===== src/rtl/pim_chunk_loader_if.sv =====
// Memory-read port and tagged chunk stream of the PIM chunk loader.
interface pim_chunk_loader_if #(
  parameter int unsigned WIDTH = 32,
  parameter int unsigned LEN   = 10,
  parameter int unsigned UW    = 2
) ();
  logic             mem_rd_en;
  logic [LEN-1:0]   mem_addr;
  logic [WIDTH-1:0] mem_rdata;
  logic             out_valid;
  logic             out_ready;
  logic [WIDTH-1:0] out_data;
  logic [UW-1:0]    out_unit;
  logic             out_last;

  modport master (
    output mem_rd_en, mem_addr, out_valid, out_data, out_unit, out_last,
    input  mem_rdata, out_ready
  );
  modport slave (
    input  mem_rd_en, mem_addr, out_valid, out_data, out_unit, out_last,
    output mem_rdata, out_ready
  );
endinterface


===== src/rtl/pim_chunk_loader.sv =====
// Reads a square matrix from memory and streams it chunk by chunk, tagged with
// the destination PIM unit, through a 2-entry buffer.
module pim_chunk_loader #(
  parameter int unsigned WIDTH            = 32,
  parameter int unsigned LEN              = 10,
  parameter int unsigned MATRIX_SIZE      = 16,
  parameter int unsigned NUM_OF_PIM_UNITS = 4,
  parameter int unsigned GRID             = 2,
  parameter int unsigned CHUNK_SIZE       = 8,
  parameter int unsigned UW               = 2
) (
  input  logic               clk,
  input  logic               rst_n,
  input  logic               start,
  input  logic [LEN-1:0]     base_addr,
  output logic               busy,
  output logic               done,
  pim_chunk_loader_if.master bus
);
  localparam int unsigned   CW    = (CHUNK_SIZE > 1) ? $clog2(CHUNK_SIZE) : 1;
  localparam int unsigned   TOTAL = MATRIX_SIZE * MATRIX_SIZE;
  localparam int unsigned   TW    = $clog2(TOTAL + 1);
  localparam logic [CW-1:0] C_MAX = CW'(CHUNK_SIZE - 1);
  localparam logic [UW-1:0] U_MAX = UW'(NUM_OF_PIM_UNITS - 1);
  localparam logic [TW-1:0] T_MAX = TW'(TOTAL - 1);

  typedef enum logic [1:0] {IDLE, RUN, DONE} state_t;
  state_t state_q, state_d;

  logic [LEN-1:0]   base_q;
  logic [UW-1:0]    unit_q;
  logic [CW-1:0]    row_q, col_q;
  logic             rd_all_q;
  logic [TW-1:0]    beat_q;
  logic             pend_q;
  logic [UW-1:0]    pend_unit_q;
  logic             pend_last_q;
  logic [WIDTH-1:0] fifo_data_q [2];
  logic [UW-1:0]    fifo_unit_q [2];
  logic [1:0]       fifo_last_q;
  logic             wr_ptr_q, rd_ptr_q;
  logic [1:0]       count_q;

  logic             pop_c, last_pop_c, issue_c;
  logic [1:0]       occ_c;
  logic [31:0]      row_c, col_c;
  logic [LEN-1:0]   addr_c;

  always_ff @(posedge clk) begin : state_reg
    if (!rst_n) state_q <= IDLE;
    else        state_q <= state_d;
  end

  always_comb begin : next_state
    state_d = state_q;
    case (state_q)
      IDLE:    if (start) state_d = RUN;
      RUN:     if (last_pop_c) state_d = DONE;
      DONE:    state_d = IDLE;
      default: state_d = IDLE;
    endcase
  end

  // Issue only while buffered plus in-flight elements stay below two after this cycle's pop.
  always_comb begin : dp_comb
    pop_c      = (count_q != 2'd0) && bus.out_ready;
    last_pop_c = pop_c && (beat_q == T_MAX);
    occ_c      = count_q + {1'b0, pend_q} - {1'b0, pop_c};
    issue_c    = (state_q == RUN) && !rd_all_q && (occ_c < 2'd2);
    row_c      = (32'(unit_q) / GRID) * CHUNK_SIZE + 32'(row_q);
    col_c      = (32'(unit_q) % GRID) * CHUNK_SIZE + 32'(col_q);
    addr_c     = base_q + LEN'(row_c * MATRIX_SIZE + col_c);
  end

  always_comb begin : out_comb
    busy          = (state_q == RUN);
    done          = (state_q == DONE);
    bus.mem_rd_en = issue_c;
    bus.mem_addr  = issue_c ? addr_c : '0;
    bus.out_valid = (count_q != 2'd0);
    bus.out_data  = fifo_data_q[rd_ptr_q];
    bus.out_unit  = fifo_unit_q[rd_ptr_q];
    bus.out_last  = fifo_last_q[rd_ptr_q];
  end

  always_ff @(posedge clk) begin : dp_reg
    if (!rst_n) begin
      base_q      <= '0;
      unit_q      <= '0;
      row_q       <= '0;
      col_q       <= '0;
      rd_all_q    <= 1'b0;
      beat_q      <= '0;
      pend_q      <= 1'b0;
      pend_unit_q <= '0;
      pend_last_q <= 1'b0;
      for (int k = 0; k < 2; k++) begin
        fifo_data_q[k] <= '0;
        fifo_unit_q[k] <= '0;
      end
      fifo_last_q <= '0;
      wr_ptr_q    <= 1'b0;
      rd_ptr_q    <= 1'b0;
      count_q     <= '0;
    end else begin
      if (state_q == IDLE && start) begin
        base_q   <= base_addr;
        unit_q   <= '0;
        row_q    <= '0;
        col_q    <= '0;
        rd_all_q <= 1'b0;
        beat_q   <= '0;
      end
      // Read cursor walks column, then row, then unit.
      if (issue_c) begin
        col_q <= col_q + CW'(1);
        if (col_q == C_MAX) begin
          col_q <= '0;
          row_q <= row_q + CW'(1);
          if (row_q == C_MAX) begin
            row_q  <= '0;
            unit_q <= unit_q + UW'(1);
            if (unit_q == U_MAX) rd_all_q <= 1'b1;
          end
        end
      end
      pend_q      <= issue_c;
      pend_unit_q <= unit_q;
      pend_last_q <= (row_q == C_MAX) && (col_q == C_MAX);
      if (pend_q) begin
        fifo_data_q[wr_ptr_q] <= bus.mem_rdata;
        fifo_unit_q[wr_ptr_q] <= pend_unit_q;
        fifo_last_q[wr_ptr_q] <= pend_last_q;
        wr_ptr_q              <= ~wr_ptr_q;
      end
      if (pop_c) begin
        rd_ptr_q <= ~rd_ptr_q;
        beat_q   <= beat_q + TW'(1);
      end
      count_q <= count_q + {1'b0, pend_q} - {1'b0, pop_c};
    end
  end
endmodule


===== src/flat_wrapper.sv =====
// flat-port wrapper written by rule: the top's interface ports become plain ports
module pim_chunk_loader_flat 
#(
  parameter int unsigned WIDTH            = 32,
  parameter int unsigned LEN              = 10,
  parameter int unsigned MATRIX_SIZE      = 16,
  parameter int unsigned NUM_OF_PIM_UNITS = 4,
  parameter int unsigned GRID             = 2,
  parameter int unsigned CHUNK_SIZE       = 8,
  parameter int unsigned UW               = 2
)
  (clk, rst_n, start, base_addr, busy, done, bus_mem_rd_en, bus_mem_addr, bus_out_valid, bus_out_data, bus_out_unit, bus_out_last, bus_mem_rdata, bus_out_ready);
  pim_chunk_loader_if #(.WIDTH(WIDTH), .LEN(LEN), .UW(UW)) bus_i ();
  input  logic clk;
  input  logic rst_n;
  input  logic start;
  input  logic [LEN-1:0] base_addr;
  output logic busy;
  output logic done;
  output wire logic [$bits(bus_i.mem_rd_en)-1:0] bus_mem_rd_en;
  output wire logic [$bits(bus_i.mem_addr)-1:0] bus_mem_addr;
  output wire logic [$bits(bus_i.out_valid)-1:0] bus_out_valid;
  output wire logic [$bits(bus_i.out_data)-1:0] bus_out_data;
  output wire logic [$bits(bus_i.out_unit)-1:0] bus_out_unit;
  output wire logic [$bits(bus_i.out_last)-1:0] bus_out_last;
  input wire logic [$bits(bus_i.mem_rdata)-1:0] bus_mem_rdata;
  input wire logic [$bits(bus_i.out_ready)-1:0] bus_out_ready;
  assign bus_mem_rd_en = bus_i.mem_rd_en;
  assign bus_mem_addr = bus_i.mem_addr;
  assign bus_out_valid = bus_i.out_valid;
  assign bus_out_data = bus_i.out_data;
  assign bus_out_unit = bus_i.out_unit;
  assign bus_out_last = bus_i.out_last;
  assign bus_i.mem_rdata = bus_mem_rdata;
  assign bus_i.out_ready = bus_out_ready;
  pim_chunk_loader #(.WIDTH(WIDTH), .LEN(LEN), .MATRIX_SIZE(MATRIX_SIZE), .NUM_OF_PIM_UNITS(NUM_OF_PIM_UNITS), .GRID(GRID), .CHUNK_SIZE(CHUNK_SIZE), .UW(UW)) u_core (.clk(clk), .rst_n(rst_n), .start(start), .base_addr(base_addr), .busy(busy), .done(done), .bus(bus_i));
endmodule

===== config.mk =====
export PLATFORM = sky130hd
export DESIGN_NAME = pim_chunk_loader_flat
export DESIGN_NICKNAME = d
export VERILOG_FILES = /design/src/rtl/pim_chunk_loader_if.sv /design/src/rtl/pim_chunk_loader.sv /design/src/flat_wrapper.sv
export SDC_FILE = /design/constraint.sdc
export NUM_CORES = 1
export LEC_CHECK = 0
export CAP_MARGIN = 20
export CORE_ASPECT_RATIO = 0.5
export CORE_MARGIN = 1
export CORE_UTILIZATION = 47
export CTS_CLUSTER_DIAMETER = 40
export DETAILED_ROUTE_END_ITERATION = 7
export PLACE_DENSITY_LB_ADDON = 0.12
export SLEW_MARGIN = 10
export SYNTH_ARGS = -nofsm -noshare
export SYNTH_HDL_FRONTEND = slang
export SYNTH_SLANG_ARGS = --single-unit

===== constraint.sdc =====
create_clock -name clk -period 2.69 [get_ports clk]
set_input_delay 0.269 -clock clk [delete_from_list [all_inputs] [get_ports clk]]
set_output_delay 0.269 -clock clk [all_outputs]
set_load 0.01 [all_outputs]

# Word-level counts from Yosys, hierarchy flattened
# Memories as Yosys holds them, arrays and structs flattened. A register that Yosys moved wholly into a read port is not among the register bits.
# Index checks and enable logic that the tools add are counted.
dict set report totals {
  register_bits 40
  ramBits 68
  word_cells 96
  n_memories 2
}
dict set report classes {
  add_sub_neg 10
  magnitude_cmp 4
  n_eq_ne 8
  muxes 41
  bitwise 2
  n_reduce_logical 15
}
# name depth word_bits rd rd_clocked_by_memory_dff wr line_no
set mem_list {}
lappend mem_list {u_core.fifo_data_q 2 32 1 1 2 pim_chunk_loader.sv:38} ;# logic [WIDTH-1:0] fifo_data_q [2];
lappend mem_list {u_core.fifo_unit_q 2 2 1 1 2 pim_chunk_loader.sv:39} ;# logic [UW-1:0] fifo_unit_q [2];
# operator n
set ops {}
lappend ops {{two-way mux 32 bit} 1}
lappend ops {{OR reduction 32 bit} 1}
lappend ops {{two-way mux 3 bit} 7}
lappend ops {{adder 10 bit} 2}
lappend ops {{two-way mux 1 bit} 20}
lappend ops {{two-way mux 9 bit} 2}
lappend ops {{two-way mux 2 bit} 7}
lappend ops {{adder 4 x 3 -> 5 bit} 2}
lappend ops {{two-way mux 10 bit} 1}
lappend ops {{adder 9 x 1 -> 9 bit (second input constant)} 1}
lappend ops {{== test 9 x 8 -> 1 bit (second input constant)} 1}
lappend ops {{logical AND 1 bit} 7}
lappend ops {{adder 3 x 1 -> 3 bit (second input constant)} 2}
lappend ops {{== test 3 bit (second input constant)} 2}
lappend ops {{nonzero test 2 bit} 3}
lappend ops {{== test 2 bit (second input constant)} 2}
lappend ops {{less-than comparator 1 x 2 -> 1 bit (second input constant)} 2}
lappend ops {{case mux 2 bit (2 select lines)} 1}
lappend ops {{adder 2 x 1 -> 2 bit} 1}
lappend ops {{adder 2 x 1 -> 2 bit (second input constant)} 1}
lappend ops {{bitwise mux 2 bit} 1}
lappend ops {{== test 2 x 1 -> 1 bit (second input constant)} 1}
lappend ops {{logical NOT 2 bit} 1}
lappend ops {{less-than comparator 2 bit (second input constant)} 1}
lappend ops {{9 further kinds} 10}

# Depth between registers and ports, before layout
# Gate-level depths: netlist of run 1.
dict set report logic_depth {
  ltp_word 7
  mapped_depth 11
}

# Worst setup path before layout of run 1
# Ideal clock, no wire load.
dict set report synth_timing {
  path_kind {register to output}
  start {register u_core.count_q[1]}
  end {output bus_mem_addr[4]}
  arrival_time_ps 2458
  setup_slack_ps -37
  path_stages_with_launch 10
  path_buffers 1
  path_cell_list {dfxtp_1 -> o21ai_0 -> clkinv_1 -> ha_1 -> inv_1 -> ha_1 -> xor3_1 -> or3_4 -> buf_2 -> a211oi_1}
}
dict set report synth_via {
  elab_chain_len 6
  elab_cells_between_ends 7
}
# item line_no
set synth_rtl {}
lappend synth_rtl {{start, declared} pim_chunk_loader.sv:42} ;# logic [1:0] count_q;
lappend synth_rtl {{start signal, assigned} pim_chunk_loader.sv:140} ;# count_q <= count_q + {1'b0, pend_q} - {1'b0, pop_c};
lappend synth_rtl {{nonzero test 2 bit} pim_chunk_loader.sv:66} ;# pop_c = (count_q != 2'd0) && bus.out_ready;
lappend synth_rtl {{logical AND 1 bit} pim_chunk_loader.sv:66}
lappend synth_rtl {{via u_core.pop_c} pim_chunk_loader.sv:44} ;# logic pop_c, last_pop_c, issue_c;
lappend synth_rtl {{subtractor 2 x 1 -> 2 bit} pim_chunk_loader.sv:68} ;# occ_c = count_q + {1'b0, pend_q} - {1'b0, pop_c};
lappend synth_rtl {{less-than comparator 2 bit} pim_chunk_loader.sv:69} ;# issue_c = (state_q == RUN) && !rd_all_q && (occ_c < 2'd2);
lappend synth_rtl {{logical AND 1 bit} pim_chunk_loader.sv:69}
lappend synth_rtl {{two-way mux 10 bit} pim_chunk_loader.sv:79} ;# bus.mem_addr = issue_c ? addr_c : '0;
lappend synth_rtl {{end, declared} flat_wrapper.sv:21} ;# output wire logic [$bits(bus_i.mem_addr)-1:0] bus_mem_addr;
# The timed path passes the listed nets, and every way through them passes these cells.

# Worst setup path in the final report of run 1
# Ends and elaborated chain as after synthesis.

==> impl_metrics.toml, run 1 <==
[logic_synthesis]
synth_most_common_cell = "and2_1"
yosys_warnings = 0
async_flop_share_pct = 0
synth_cells = 440
synth_compound_gate_area_share_pct = 7.56
ys_seq_area_share_pct = 56.3
synth_commonest_cells = "80 x and2_1, 68 x edfxtp_1, 43 x nand2_1, 41 x dfxtp_1, 35 x mux2_2"
synth_xor_area_share_pct = 1.33
synth_top_family_by_area = "simple AND/OR/NAND/NOR gates"
syn_area_um2 = 5080
postSynthNetCount = 504
muxShareOfSynthArea_pct = 8.15
avgSynthCellArea_um2 = 11.6
synthAdderAreaFrac_pct = 4.58
yosys.area.top_type_share_pct = 40.2
synthFlopType = "edfxtp_1"
yosysTopAreaCell = "edfxtp_1"
synthSimpleGateAreaFrac_pct = 19.6
synth.area.top_cells = "edfxtp_1 40%, dfxtp_1 16%, and2_1 9.8%, mux2_2 7.8%, ha_1 4.2%"
ys_types = 47
ys_ff_latch = 109
synth_edf_count = 68

[critical_path]
worst_path_most_repeated_cell = "ha_4"
critPathTopFamily = "buffers and inverters"
critPathMaxFanout = 5
crit_path_start_kind = "flop"
crit_chain = "o21ai_2, clkinv_2, ha_4, inv_2, ha_4, xor3_1, or3_4, buf_6, a211oi_2, buf_2"
r2r-start = "u_core.count_q[1]$_SDFF_PN0_"
r2r_end = "u_core.beat_q[4]$_SDFFE_PN0P_"
required_ns = 2.42
crit_type = "flop to output pin"
r2r_slack_ns = 0.09
cp_num_cells = 10
crit_buf_inv = 4
arrival_ns = 2.42
critical_path.slowest_cell = "or3_4"
endpoint_kind = "output pin"
worst_r2r_path_depth = 18
critical-path-max-stage-delay_ns = 0.41

[power_and_ir_drop]
p_per_area_nw_per_um2 = 657
ir_drop_v = 0.000442
p_leak_nw = 2.68
totalPowerFinal_mw = 4.44

[place]
post-dp-hpwl_mm = 6.30
routabilityCongestion = 0.803
dpl_cell_area_um2 = 6240
numPortBuffers = 94

[detailed_routing]
drc = 0
vias = 3592
wl_met1_mm = 4.70
route.met3.wl_um = 426
vias_per_cell = 5.08
drt_iter0_markers = 182
highest-signal-layer = "met4"
postRouteAntennaNets = 0
dr_wl_met2_mm = 4.97
wl_per_cell_um = 14.4
dr.pass1.iters = 4
wl_mm = 10.2

[timing]
hold_viol_final = 0
finalCriticalPeriod_ns = 2.69
max_freq_mhz = 372
setup_slack_ns = -0.000400
final.period_utilization_pct = 100
fin_skew_ns = 0.00461
worst_pin_slew_ns = 0.700
finalSetupViolCount = 1
relSlewSlack_pct = 53.2
drv_slew = 0
setup-tns-final_ns = -0.000400
rsz0062_at_grt = "yes"

[floorplanning]
die-area_um2 = 11300
core-area_um2 = 10300
placementRows = 26
fp.dieH_um = 75.5
ios = 95
die_w_um = 149
start_util_pct = 49.1

[cts]
ctsHoldBuffers = 0
cts.clk_slew.worst_paths_ns = 0.07
numCtsBuffers = 9
cts.htree.levels = 3
cts_tree = "yes"
clockRootBuffer = "clkbuf_16"
insertion_delay_ns = 0.34
clock-sinks = 109
cts_buffer_depth = 2

[grt]
grt_pass1_vias = 3340
overflow = 0
grt_usage_pct = 18.8
grt_pass1_wl_mm = 16.1
antenna_found_initial = 0
grt_max_degree = 49

[flow_run]
maxCapViolCount = 0

[cells_and_area]
synthToLayoutAreaGrowth_pct = 32.9
final_nets = 626
fillers = 804
drive_gt1_share_pct = 21.5
utilization_pct = 65.3
n_antenna_cell = 0
final_area_um2 = 6760

[hold_path]
whs_endpoint = "u_core.base_q[7]$_SDFFE_PN0P_"
hold_class = "flop to flop"
hp-start = "u_core.base_q[7]$_SDFFE_PN0P_"
min_path_cells = 2

[run_status]
status = "finished with violations"
violations = "setup timing"
-- sequential cells by signal, indices dropped and copies added, names as in the netlist, 3 cells and up, named ones only --
register	flops
u_core.fifo_unit_q	4
u_core.base_q	10
u_core.col_q	3
u_core.row_q	3
u_core.fifo_data_q	64
u_core.beat_q	9
-- cells in the final DEF (no fill, tap or decap), types with 3 or more instances in the layout --
cell type        instances
buf_2                    7
dfxtp_1                 39
clkinv_4                 3
and2_1                  80
and3_1                   7
mux2_2                  35
nor2_4                   3
ha_1                    14
buf_6                    5
o21ai_0                 11
inv_1                    8
a21oi_1                  7
nand4_1                  3
nor2_1                  13
o21a_1                   6
clkdlybuf4s50_1         83
o21ai_1                  3
nand2_1                 43
a21boi_0                14
nand3_1                  9
nor3_1                   3
buf_4                   32
nor2b_1                  6
clkbuf_16                9
edfxtp_1                68
-- what timing repair did --
action	in CTS	in global routing
endpoints found under the setup margin	15	18
gates cloned	1	0
pin swaps	7	7
setup buffers	15	5
gates resized for setup	52	20
-- routing by layer --
layer	vias up	track usage, %
met3	8	4.37
met1	1729	24.2
met2	68	32.9
li1	1787	-
met5	-	0
met4	0	4.76
-- logic make-up after synthesis --
logic type,count (synthesis)
buffers and inverters,31
and+or+nand+nor,182
xor gates and xnor gates,6
muxes,37
AOI/OAI and AO/OA,57
DFF,109
adders and majority gates,18
-- report_power, final --
| part | switching (mW) | internal (mW) | leakage (nW) |
|---|---|---|---|
| Sequential | 0.0481 | 1.92 | 1.04 |
| Combinational | 0.529 | 0.713 | 1.51 |
| Clock | 0.600 | 0.630 | 0.129 |
-- worst min-delay path, delay by kind of cell (launching register included) --
kind	cells	cell delay [ns]
and+or+nand+nor	1	0.05
AOI/OAI and AO/OA	1	0.06
DFF	1	0.32
-- per-stage QoR --
step / hold slack [ns] / cells / worst slack [ns]
after global routing: 0.488 / 707 / -0.0961
after CTS: 0.471 / 701 / -0.0585
after detailed placement: 0.462 / 669 / -0.630
after global placement: 0.456 / 669 / -0.578
final: 0.471 / 707 / -0.000400
after floorplan: 0.414 / 440 / -0.0370
-- how the worst max path moves through the flow --
stage	startpoint	endpoint	slack, ns
floorplan	u_core.count_q[1]$_SDFF_PN0_	bus_mem_addr[4]	-0.04
global placement	bus_out_ready	bus_mem_addr[4]	-0.58
detailed placement	bus_out_ready	bus_mem_addr[6]	-0.63
CTS	u_core.count_q[0]$_SDFF_PN0_	bus_mem_addr[4]	-0.06
global route	u_core.count_q[1]$_SDFF_PN0_	bus_mem_addr[4]	-0.1
finish	u_core.count_q[1]$_SDFF_PN0_	bus_mem_addr[4]	-0.0004
-- cell type report --
class                           instances  area (um2)  share of cell area, %
Clock buffer                            9         225                   3.33
Clock inverter                          7        50.0                  0.741
Inverter                               11        47.5                  0.704
Multi-Input combinational cell        301        2190                   32.5
Sequential cell                       109        2870                   42.4
Tap cell                              140         175                   2.59
Timing Repair Buffer                  130        1200                   17.7
(Power assumes the default switching activity.)
==> run 2, diff against run 1 <==
Settings changed: CELL_PAD_IN_SITES_DETAIL_PLACEMENT set to 0, CELL_PAD_IN_SITES_GLOBAL_PLACEMENT set to 1, CORE_UTILIZATION 47 to 37.
==> run 2 against run 1 <==
Largest cell class unchanged; hold slack gained 0.0043 ns; register-to-register slack improved by 0.14 ns; critical path depth is the same; final cell count is 3.0% higher; clock power grew 4%; flip-flop and latch count unchanged; global-route usage down 3.2 points; largest power group unchanged; the flow still finishes with violations (setup timing); first-iteration DRC count shrank 5.5%; power increased by 0.41%; clock-buffer cell count is 1 higher.
==> impl_metrics.toml, run 2 (synthesized netlist as in run 1, its figures left out) <==
[cts]
clock-sinks = 109
clockRootBuffer = "clkbuf_16"
cts_buffer_depth = 2
insertion_delay_ns = 0.34
cts.htree.levels = 3
numCtsBuffers = 9
cts.clk_slew.worst_paths_ns = 0.07
cts_tree = "yes"

[detailed_routing]
wl_mm = 10.5
vias = 3464
drc = 0
vias_per_cell = 4.76
wl_per_cell_um = 14.4
drt_iter0_markers = 172
dr.pass1.iters = 6
postRouteAntennaNets = 0

[timing]
fin_skew_ns = 0.00613
setup_slack_ns = -0.0155
final.period_utilization_pct = 101
hold_viol_final = 0
finalSetupViolCount = 2
finalCriticalPeriod_ns = 2.71
max_freq_mhz = 370
rsz0062_at_grt = "yes"
worst_pin_slew_ns = 0.698
relSlewSlack_pct = 53.4
fin_hold_ws_ns = 0.475
drv_slew = 0

[floorplanning]
fp.dieH_um = 84.9
die_w_um = 168
ios = 95
die-area_um2 = 14200
core-area_um2 = 13000
start_util_pct = 39.0
placementRows = 29

[grt]
antenna_found_initial = 0
overflow = 0
grt_max_degree = 49
grt_usage_pct = 15.6
grt_pass1_wl_mm = 17.1
grt_pass1_vias = 3466

[power_and_ir_drop]
p_leak_nw = 2.63
totalPowerFinal_mw = 4.45
p_per_area_nw_per_um2 = 664
ir_drop_v = 0.000345

[critical_path]
critPathMaxFanout = 4
crit_type = "flop to output pin"
crit_buf_inv = 4
worst_path_most_repeated_cell = "ha_4"
required_ns = 2.42
critPathTopFamily = "simple AND/OR/NAND/NOR gates"
endpoint_kind = "output pin"
arrival_ns = 2.44
r2r_slack_ns = 0.23
critical_path.slowest_cell = "or3_4"
crit_chain = "o21ai_2, clkinv_2, ha_4, inv_2, ha_4, xor3_2, or3_4, buf_6, nor3_2, buf_2"
crit_path_start_kind = "flop"
critical-path-max-stage-delay_ns = 0.40

[cells_and_area]
drive_gt1_share_pct = 19.9
final_nets = 617
instances_no_fill = 728
final_common_cell = "clkdlybuf4s50_1"
reg_top3 = "u_core.fifo_data_q (64), u_core.base_q (10), u_core.beat_q (9)"
top_register = "u_core.fifo_data_q"
n_antenna_cell = 0
layout_common_cells = "83 x clkdlybuf4s50_1, 79 x and2_1, 68 x edfxtp_1"
synthToLayoutAreaGrowth_pct = 32.0
largest_reg_flops = 64
final_area_um2 = 6710

[run_status]
status = "finished with violations"
violations = "setup timing"

[place]
routabilityCongestion = 0.730
dpl_worst_slack_ns = -0.640
post-dp-hpwl_mm = 6.76
dpl_cell_area_um2 = 6330
place_inst = 704
numPortBuffers = 94

[flow_run]
maxCapViolCount = 0

[hold_path]
hold_class = "flop to flop"
run 2: cell types whose count changed in the layout (fill, tap and decap cells not counted), sizes merged:
cell / change
buf: -9
clkinv: -3
clkbuf: +2
inv: +2
dlygate4sd2: -1
run 2: path summary, 6_finish.rpt:
check | startpoint | endpoint | cells past startpoint
hold / removal | u_core.base_q[4]$_SDFFE_PN0P_ | u_core.base_q[4]$_SDFFE_PN0P_ | 2
hold reg to reg | u_core.base_q[4]$_SDFFE_PN0P_ | u_core.base_q[4]$_SDFFE_PN0P_ | 2
setup reg to reg | u_core.count_q[0]$_SDFF_PN0_ | u_core.col_q[0]$_SDFFE_PN0P_ | 13
setup / recovery | u_core.count_q[0]$_SDFF_PN0_ | bus_mem_addr[2] | 10
run 2: worst min-delay path, cell delays in order (launching register included):
cell	delay (ns)
dfxtp_1	0.31
nand2_1	0.05
a21boi_0	0.07
run 2: power breakdown:
| part | leakage, nW | total (mW) | switching, mW | internal (mW) |
|---|---|---|---|---|
| logic | 1.46 | 1.17 | 0.483 | 0.689 |
| clock network | 0.133 | 1.28 | 0.628 | 0.648 |
| registers | 1.04 | 2.01 | 0.0880 | 1.92 |
| total | 2.63 | 4.45 | 1.20 | 3.25 |
run 2: routing by layer:
metal	GRT usage, %	up-vias	wire length, um
met2	26.2	55	4830
met3	3.78	7	333
met1	20.5	1634	5230
li1	-	1768	-
met4	3.75	0	85
met5	0	-	0
run 2: metrics by stage:
step | util, % | TNS [ns]
after floorplan | - | -0.109
after global placement | 48.5 | -7.17
after detailed placement | 48.6 | -8.14
after CTS | 51.4 | -0.316
after global routing | 51.5 | -0.701
final | 51.5 | -0.0213
run 2: final cells by class:
| cell class | instances | area [um2] |
|---|---|---|
| well taps | 170 | 213 |
| multi-input cells | 301 | 2170 |
| clock buffers | 10 | 229 |
| clock inverters | 6 | 55.1 |
| inverters | 11 | 47.5 |
| fillers | 1200 | 6310 |
| repair buffers | 121 | 1130 |
| flip-flops and latches | 109 | 2870 |
run 2: repair_timing:
item / CTS / global route
hold buffers: 0 / 0
buffers inserted: 6 / 1
cloned: 1 / 0
gates resized for setup: 59 / 4
pin swaps: 7 / 3
setup endpoints to repair: 16 / 11
